$ cat config.mk
export PLATFORM = sky130hd
export DESIGN_NAME = decode_issue
export DESIGN_NICKNAME = d
export VERILOG_FILES = /design/src/rtl/decode_issue.sv
export SDC_FILE = /design/constraint.sdc
export NUM_CORES = 1
export LEC_CHECK = 0
export ABC_AREA = 1
export BUFFER_PORTS_ARGS = -buffer_cell sky130_fd_sc_hd__buf_4
export CAP_MARGIN = 20
export CORE_MARGIN = 3
export CORE_UTILIZATION = 40
export DETAILED_ROUTE_END_ITERATION = 8
export GPL_ROUTABILITY_DRIVEN = 0
export HOLD_SLACK_MARGIN = 0.08
export PLACE_DENSITY = 0.56
export SLEW_MARGIN = 20
export SYNTH_ARGS = -nofsm -noshare
export SYNTH_HDL_FRONTEND = slang
export SYNTH_SLANG_ARGS = --single-unit
$ cat constraint.sdc
create_clock -name clk_i -period 6.6 [get_ports clk_i]
set_input_delay 0.66 -clock clk_i [delete_from_list [all_inputs] [get_ports clk_i]]
set_output_delay 0.66 -clock clk_i [all_outputs]
set_load 0.02 [all_outputs]
$ cat src/rtl/decode_issue.sv
// decode_issue: decodes 16-bit instructions, reads the register file, tracks
// busy registers and holds one registered issue packet for the ALU stage.
module decode_issue #(
    parameter int NREGS = 8,
    parameter int XLEN  = 16
) (
    input  logic            clk_i,
    input  logic            rst_i,
    input  logic [15:0]     instr_i,
    input  logic            instr_valid_i,
    output logic            instr_ready_o,
    input  logic            wb_we_i,
    input  logic [2:0]      wb_rd_i,
    input  logic [XLEN-1:0] wb_data_i,
    input  logic            flush_i,
    output logic            issue_valid_o,
    input  logic            issue_ready_i,
    output logic [XLEN-1:0] rs1_data_o,
    output logic [XLEN-1:0] rs2_data_o,
    output logic [XLEN-1:0] imm_o,
    output logic            imm_en_o,
    output logic [3:0]      func4_o,
    output logic            jalr_en_o,
    output logic [2:0]      rd_o,
    output logic            rd_we_o,
    output logic            illegal_o
);

    logic [3:0]      op;
    logic [2:0]      rd, rs1, rs2, src1;
    logic [XLEN-1:0] d_imm;
    logic [3:0]      d_func4;
    logic            d_imm_en, d_jalr, d_we, d_rd_we;
    logic            use1, use2, legal;

    logic [XLEN-1:0] regs [NREGS];
    logic [XLEN-1:0] rs1_rd, rs2_rd;

    logic [NREGS-1:0] busy, busy_avail, busy_next;
    logic [NREGS-1:0] clr, fl_clr, set;
    logic             hazard, slot_free, accept;

    assign op  = instr_i[15:12];
    assign rd  = instr_i[11:9];
    assign rs1 = instr_i[8:6];
    assign rs2 = instr_i[5:3];

    always_comb begin
        d_imm    = '0;
        d_imm_en = 1'b0;
        d_func4  = 4'h0;
        d_jalr   = 1'b0;
        d_we     = 1'b0;
        use1     = 1'b0;
        use2     = 1'b0;
        src1     = rs1;
        legal    = 1'b1;
        unique case (op) inside
            [4'h0:4'h8]: begin
                d_func4 = op;
                d_we    = 1'b1;
                use1    = 1'b1;
                use2    = 1'b1;
            end
            4'h9: begin
                d_imm    = {{(XLEN-6){instr_i[5]}}, instr_i[5:0]};
                d_imm_en = 1'b1;
                d_we     = 1'b1;
                use1     = 1'b1;
            end
            4'hA: begin
                src1     = 3'd0;
                d_imm    = {{(XLEN-9){instr_i[8]}}, instr_i[8:0]};
                d_imm_en = 1'b1;
                d_we     = 1'b1;
            end
            4'hB: begin
                d_imm    = {{(XLEN-6){instr_i[5]}}, instr_i[5:0]};
                d_imm_en = 1'b1;
                d_jalr   = 1'b1;
                use1     = 1'b1;
            end
            default: legal = 1'b0;
        endcase
    end

    assign d_rd_we = d_we && (rd != 3'd0);

    // Reads see a same-cycle writeback so a stalled consumer can go on that edge.
    always_comb begin
        rs1_rd = '0;
        rs2_rd = '0;
        if (src1 != 3'd0)
            rs1_rd = (wb_we_i && wb_rd_i == src1) ? wb_data_i : regs[src1];
        if (rs2 != 3'd0)
            rs2_rd = (wb_we_i && wb_rd_i == rs2) ? wb_data_i : regs[rs2];
    end

    always_ff @(posedge clk_i or posedge rst_i) begin
        if (rst_i) begin
            for (int i = 0; i < NREGS; i++) regs[i] <= '0;
        end else if (wb_we_i && wb_rd_i != 3'd0) begin
            regs[wb_rd_i] <= wb_data_i;
        end
    end

    always_comb begin
        clr    = '0;
        fl_clr = '0;
        set    = '0;
        if (wb_we_i) clr[wb_rd_i] = 1'b1;
        if (flush_i && issue_valid_o && rd_we_o) fl_clr[rd_o] = 1'b1;
        if (accept && legal && d_rd_we) set[rd] = 1'b1;
    end

    assign busy_avail = busy & ~clr;

    always_comb begin
        busy_next    = (busy & ~(clr | fl_clr)) | set;
        busy_next[0] = 1'b0;
    end

    assign hazard = legal && ((use1 && busy_avail[src1]) ||
                              (use2 && busy_avail[rs2]) ||
                              (d_rd_we && busy_avail[rd]));

    assign slot_free     = !issue_valid_o || issue_ready_i;
    assign instr_ready_o = !rst_i && slot_free && !hazard && !flush_i;
    assign accept        = instr_valid_i && instr_ready_o;

    always_ff @(posedge clk_i or posedge rst_i) begin
        if (rst_i) begin
            busy          <= '0;
            issue_valid_o <= 1'b0;
            rs1_data_o    <= '0;
            rs2_data_o    <= '0;
            imm_o         <= '0;
            imm_en_o      <= 1'b0;
            func4_o       <= 4'h0;
            jalr_en_o     <= 1'b0;
            rd_o          <= 3'd0;
            rd_we_o       <= 1'b0;
            illegal_o     <= 1'b0;
        end else begin
            busy      <= busy_next;
            illegal_o <= accept && !legal;
            if (flush_i) begin
                issue_valid_o <= 1'b0;
            end else if (accept && legal) begin
                issue_valid_o <= 1'b1;
                rs1_data_o    <= rs1_rd;
                rs2_data_o    <= rs2_rd;
                imm_o         <= d_imm;
                imm_en_o      <= d_imm_en;
                func4_o       <= d_func4;
                jalr_en_o     <= d_jalr;
                rd_o          <= rd;
                rd_we_o       <= d_rd_we;
            end else if (issue_ready_i) begin
                issue_valid_o <= 1'b0;
            end
        end
    end

endmodule

Yosys cells after proc, flatten, opt, wreduce, memory -nomap -nowiden
Cells that the tools add are included.
- bits in registers: 195
- logic and storage cells: 129
- memory bits (writable): 0
- output and inout bits: 61
- memories: 0
- input bits: 41
- bits in read-only memories: 0
- latch bits: 0
- add/sub/neg operators: 0
- reductions and logical operators: 41
- bitwise operators: 10
- muxes and demuxes: 40
- shifts and indexed selects: 0
- divide/modulo/power cells: 0
- multipliers: 0
- $lt $le $gt $ge: 14
- equality and inequality tests: 5
- operators with widths (operator ; number):
    16-bit 2-to-1 mux ; 9
    128-bit bitwise mux ; 1
    16-bit binary-select mux with 3-bit select ; 2
    16-bit demux with 3-bit select ; 1
    16-bit one-hot mux with 2 select lines ; 1
    8-bit 2-to-1 mux ; 3
    1-bit logical AND ; 22
    3-bit by 4-bit < comparator with 1-bit output (second input constant) ; 5
    8-bit AND ; 2
    8-bit NOT ; 2
    8-bit OR ; 2
    1-bit 2-to-1 mux ; 15
    3-bit nonzero test ; 5
    4-bit equality test (second input constant) ; 3
    4-bit >= comparator (second input constant) ; 3
    3-bit NOT with 4-bit output ; 3
    1-bit binary-select mux with 3-bit select ; 3
    1-bit demux with 3-bit select ; 3
    3-bit by 1-bit >= comparator with 1-bit output (second input constant) ; 3
    3-bit OR reduction ; 3
    3-bit equality test ; 2
    1-bit logical NOT ; 5
    4-bit by 1-bit >= comparator with 1-bit output (second input constant) ; 1
    4-bit <= comparator (second input constant) ; 1
    other kinds (8) ; 10

Depth between registers and ports, before layout
- depth in word-level cells: 21
- depth in mapped cells: 16
- gate-level depth less buffers: 15

Worst setup path after synthesis
No wires, ideal clock.
- kind: input -> output
- from: in wb_rd_i[1]
- to: out instr_ready_o
- buffers on the path: 1
- required time: 5.940 ns
- cell stages on the path: 12
- slack: 4.194 ns
- data arrival time: 1.746 ns
- path through: buf_2 nor2_1 nand2_1 nand2_1 nand2_1 nand3_1 nand2_1 inv_2 nand2_1 nand2_2 nand4_4 inv_1
- longest elaborated chain between the ends: 16
- elaborated cells between the ends (all ways): 23
- classes of those cells: order compare (2); mux (9); bitwise (2); reduce/logical (10)
- RTL lines (element ; line ; text):
    start, declared ; 13 ; input logic [2:0] wb_rd_i,
    3-bit by 4-bit < comparator with 1-bit output (not written as such) or 3-bit by 1-bit >= comparator with 1-bit output (tied branches) ; 111 ; if (wb_we_i) clr[wb_rd_i] = 1'b1;
    1-bit logical AND (not written as such) ; 111 ;
    1-bit 2-to-1 mux (not written as such) ; 111 ;
    1-bit demux with 3-bit select * ; 111 ;
    8-bit 2-to-1 mux * ; 111 ;
    8-bit NOT * ; 116 ; assign busy_avail = busy & ~clr;
    8-bit AND * ; 116 ;
    1-bit binary-select mux with 3-bit select (on tied branches) ; 123, 124 ;
    1-bit 2-to-1 mux (on tied branches) ; 123, 124 ;
    1-bit logical AND (on tied branches) ; 123, 124 ;
    1-bit logical OR ; 123 ; assign hazard = legal && ((use1 && busy_avail[src1]) ||
    1-bit logical OR * ; 124 ; (use2 && busy_avail[rs2]) ||
    1-bit logical AND * ; 123 ;
    1-bit logical NOT * ; 128 ; assign instr_ready_o = !rst_i && slot_free && !hazard && !flush_i;
    1-bit logical AND * (2 in series) ; 128 ;
    end, declared ; 11 ; output logic instr_ready_o,
Mark *: on every way between the ends. The rest lies on a longest branch, timed or not. The select of a mux whose other input is x is not followed.

Worst setup path after layout
- from: in instr_i[12]
- to: out instr_ready_o
- longest elaborated chain between the ends: 11
- elaborated cells between the ends (all ways): 26
- classes of those cells: order compare (2); eq/ne (3); mux (7); reduce/logical (14)
- RTL lines (element ; line ; text):
    start, declared ; 9 ; input logic [15:0] instr_i,
    4-bit equality test (no line), or another cell as far along ; -- ;
    3-bit 2-to-1 mux or 1-bit logical AND (tied branches) ; -- ;
    1-bit binary-select mux with 3-bit select or 3-bit OR reduction (tied branches) ; -- ;
    1-bit 2-to-1 mux (on tied branches) ; 123, 58 ;
    1-bit logical AND (on tied branches) ; 123, 87 ;
    1-bit logical OR or 1-bit logical AND (tied branches) ; 123, 125 ;
    1-bit logical OR ; 124 ;
    1-bit logical AND * ; 123 ;
    1-bit logical NOT * ; 128 ;
    1-bit logical AND * (2 in series) ; 128 ;
Marked as above.

==> flow_metrics.tcl <==
set metrics [dict create \
    hold_class "reg2reg" \
    synth_warnings 0 \
    worst_slew_pin_slew_ns 0.953 \
    clkSlewWorstSetupHoldPaths_ns 0.07 \
    clock_latency_ns 0.44 \
    rsz0062_at_grt "no" \
    fillers 2485 \
    synth_cells 1341 \
    final_common_cell "nand2_1" \
    ios 102 \
    die_width_um 165 \
    peakVddDrop_mv 0.169 \
    multi_input_area_sq_um 4460 \
    mostFrequentLayoutCells "365 x nand2_1, 226 x o21ai_0, 188 x dfrtp_1" \
    dp_worst_setup_slack_ns 2.97 \
    synth_flop_cell "dfrtp_1" \
    clockBufferDepth 2 \
    drt_pass1_iterations 6 \
    final_cells 1700 \
    drc 0 \
    hold_buffers 0 \
    start_kind "input port" \
    dpl.hpwl_um 20600 \
    seqCellArea_sq_um 4700 \
    crit_fanout 25 \
    post_cts_buffers 0 \
    slowest_delay_ns 0.45 \
    core_sq_um 24500 \
    post_drt_wl_per_cell_um 19.7 \
    die_y_um 165 \
    p_switching_w 0.00119 \
    portBuffers 101 \
    grt_max_degree 134 \
    routed_via_density 5.55 \
    fin_nets 1405 \
    postLayoutSetupSlackWorst_ns 3.14 \
    clockPowerShare 0.296 \
    period_minus_slack_ns 3.46 \
    syn_area_sq_um 10100 \
    fmax_mhz 289 \
    cp.arrival_ns 2.80 \
    dr.first_iter.drc_count 1151 \
    final_cell_area_sq_um 11400 \
    finClkSkew_ns 0.0117 \
    initial_core_util 0.410 \
    cts_root_buf "clkbuf_16" \
    slowest_stage "nor2_8" \
    crit_required_ns 5.94 \
    critPathLaunch "instr_i[12]" \
    power_frac_comb 0.251 \
    cp-end-kind "output port" \
    ys_seq_area_frac 0.467 \
    tns_ns 0 \
    ys_top_cells_by_area "dfrtp_1 47%, nand2_1 14%, o21ai_0 11%" \
    drv_slew 0 \
    clkSinkCount 188 \
    synthArstFlopShare 1.00 \
    ctsResizeCount 0 \
    p_per_area_nw_per_um2 295 \
    grt_pass1_vias 8522 \
    yosysTopAreaCellShare 0.467 \
    n_antenna_cell 0 \
    drv_cap 0 \
    fin_util 0.465 \
    min_period_over_period 0.524 \
    path_class "in2out" \
    hold_violations 0 \
    syn_area_per_cell_sq_um 7.50 \
    setup_violations 0 \
    regToRegStartpoint "issue_valid_o" \
    grt_overflow 0 \
    dp.cells 1669 \
    hold_start "regs[122]" \
    switching_share 0.354 \
    yosys.area.top_type "dfrtp_1" \
    cts_inserted_buffers 17 \
    cts_tree "built" \
    grt_pass1_wl_um 51500 \
    synth_cell_types 33 \
    p_int_w 0.00217 \
    vias 9441 \
    seq_power_share 0.453 \
    synth_fp_nets 1382 \
    rows 57 \
    syn_to_final_growth_pct 13.4 \
    ys_seq_elements 188 \
    track_usage 0.248 \
    power.leakage_nw 5.54 \
    drive_gt1_frac 0.126 \
    wl_um 33500 \
    slew-limit-headroom 0.362 \
    antenna_found_initial 0 \
    antenna_left 0 \
    synth-edff-count 0 \
    status "completed" \
    dieArea_sq_um 27100 \
    place_area_sq_um 10900 \
    cp_cell_sequence "buf_4 > inv_1 > nand2_1 > nor2_8 > nor2_8 > inv_2 > nand3_1 > nand3_1 > nand2_1 > nand2_2 > nand4_4 > inv_1 > buf_4" \
    htreeDepth 4 \
]
-- metal layers --
metal,vias up,share of wire,track usage
li1,4502,-,-
met1,4515,0.48,0.382
met2,381,0.43,0.358
met3,43,0.071,0.0404
met4,0,0.019,0.0709
met5,-,0,0
-- sequential cells by signal, summed over array words and instances (netlist names) --
| name | cells |
|---|---|
| imm_en_o | 1 |
| jalr_en_o | 1 |
| rs1_data_o | 16 |
| busy | 7 |
| func4_o | 4 |
| rd_we_o | 1 |
| rd_o | 3 |
| imm_o | 9 |
| issue_valid_o | 1 |
| illegal_o | 1 |
| rs2_data_o | 16 |
| regs | 128 |
-- final timing paths --
| kind | slack (ns) | to | cells past startpoint |
|---|---|---|---|
| min in group asynchronous | 0.43 | busy[1] | 2 |
| worst max register to register | 4.36 | func4_o[0] | 8 |
| worst min register to register | 0.39 | regs[122] | 0 |
| worst max-delay path | 3.14 | instr_ready_o | 13 |
| max in group asynchronous | 4.81 | regs[67] | 3 |
| worst min-delay path | 0.39 | regs[122] | 0 |
-- power groups by stage --
stage	clock network [W]	logic, W	registers, W
3_5_place_dp	0	0.000842	0.00154
2_1_floorplan	0	0.000435	0.00161
3_3_place_gp	0	0.000829	0.00154
4_1_cts	0.00102	0.000844	0.00152
5_1_grt	0.00107	0.000943	0.00155
6_report	0.000997	0.000843	0.00152
-- logic make-up (layout without fill, tap and decap cells) --
| family | count (synthesis) | after routing | share of synthesized area |
|---|---|---|---|
| DFF | 188 | 188 | 0.467 |
| buffers and inverters | 223 | 258 | 0.0900 |
| and+or+nand+nor | 558 | 558 | 0.237 |
| AOI/OAI and AO/OA | 372 | 372 | 0.205 |
-- stage by stage --
stage          power, W  hold WS (ns)
6_report        0.00336         0.392
5_1_grt         0.00356         0.385
4_1_cts         0.00338         0.381
3_5_place_dp    0.00238         0.366
3_3_place_gp    0.00237         0.366
2_1_floorplan   0.00204         0.429
-- critical path: cells and delay by family --
family	cells	cell delay (ns)
AND/OR/NAND/NOR	8	1.29
buffers and inverters	5	0.83
-- synth_stat cells, types with 4 or more instances --
cell / n
inv_1: 106
buf_2: 16
a31oi_1: 4
nor3_1: 10
nand3_1: 85
buf_1: 7
dfrtp_1: 188
inv_2: 7
nand2_1: 367
o221ai_1: 24
o211ai_1: 23
nand4_1: 24
buf_4: 7
a21oi_1: 79
a211oi_1: 6
o21ai_0: 226
nor2_1: 54
nand2_2: 5
clkbuf_1: 77
-- layout make-up --
cell class	count	area share
sequential	188	0.412
inverter	113	0.0378
tap	324	0.0355
multi-input combinational	930	0.391
clock inverter	14	0.0112
timing repair buffer	114	0.0750
clock buffer	17	0.0373
Note: power is estimated with default switching activity, not from simulation.
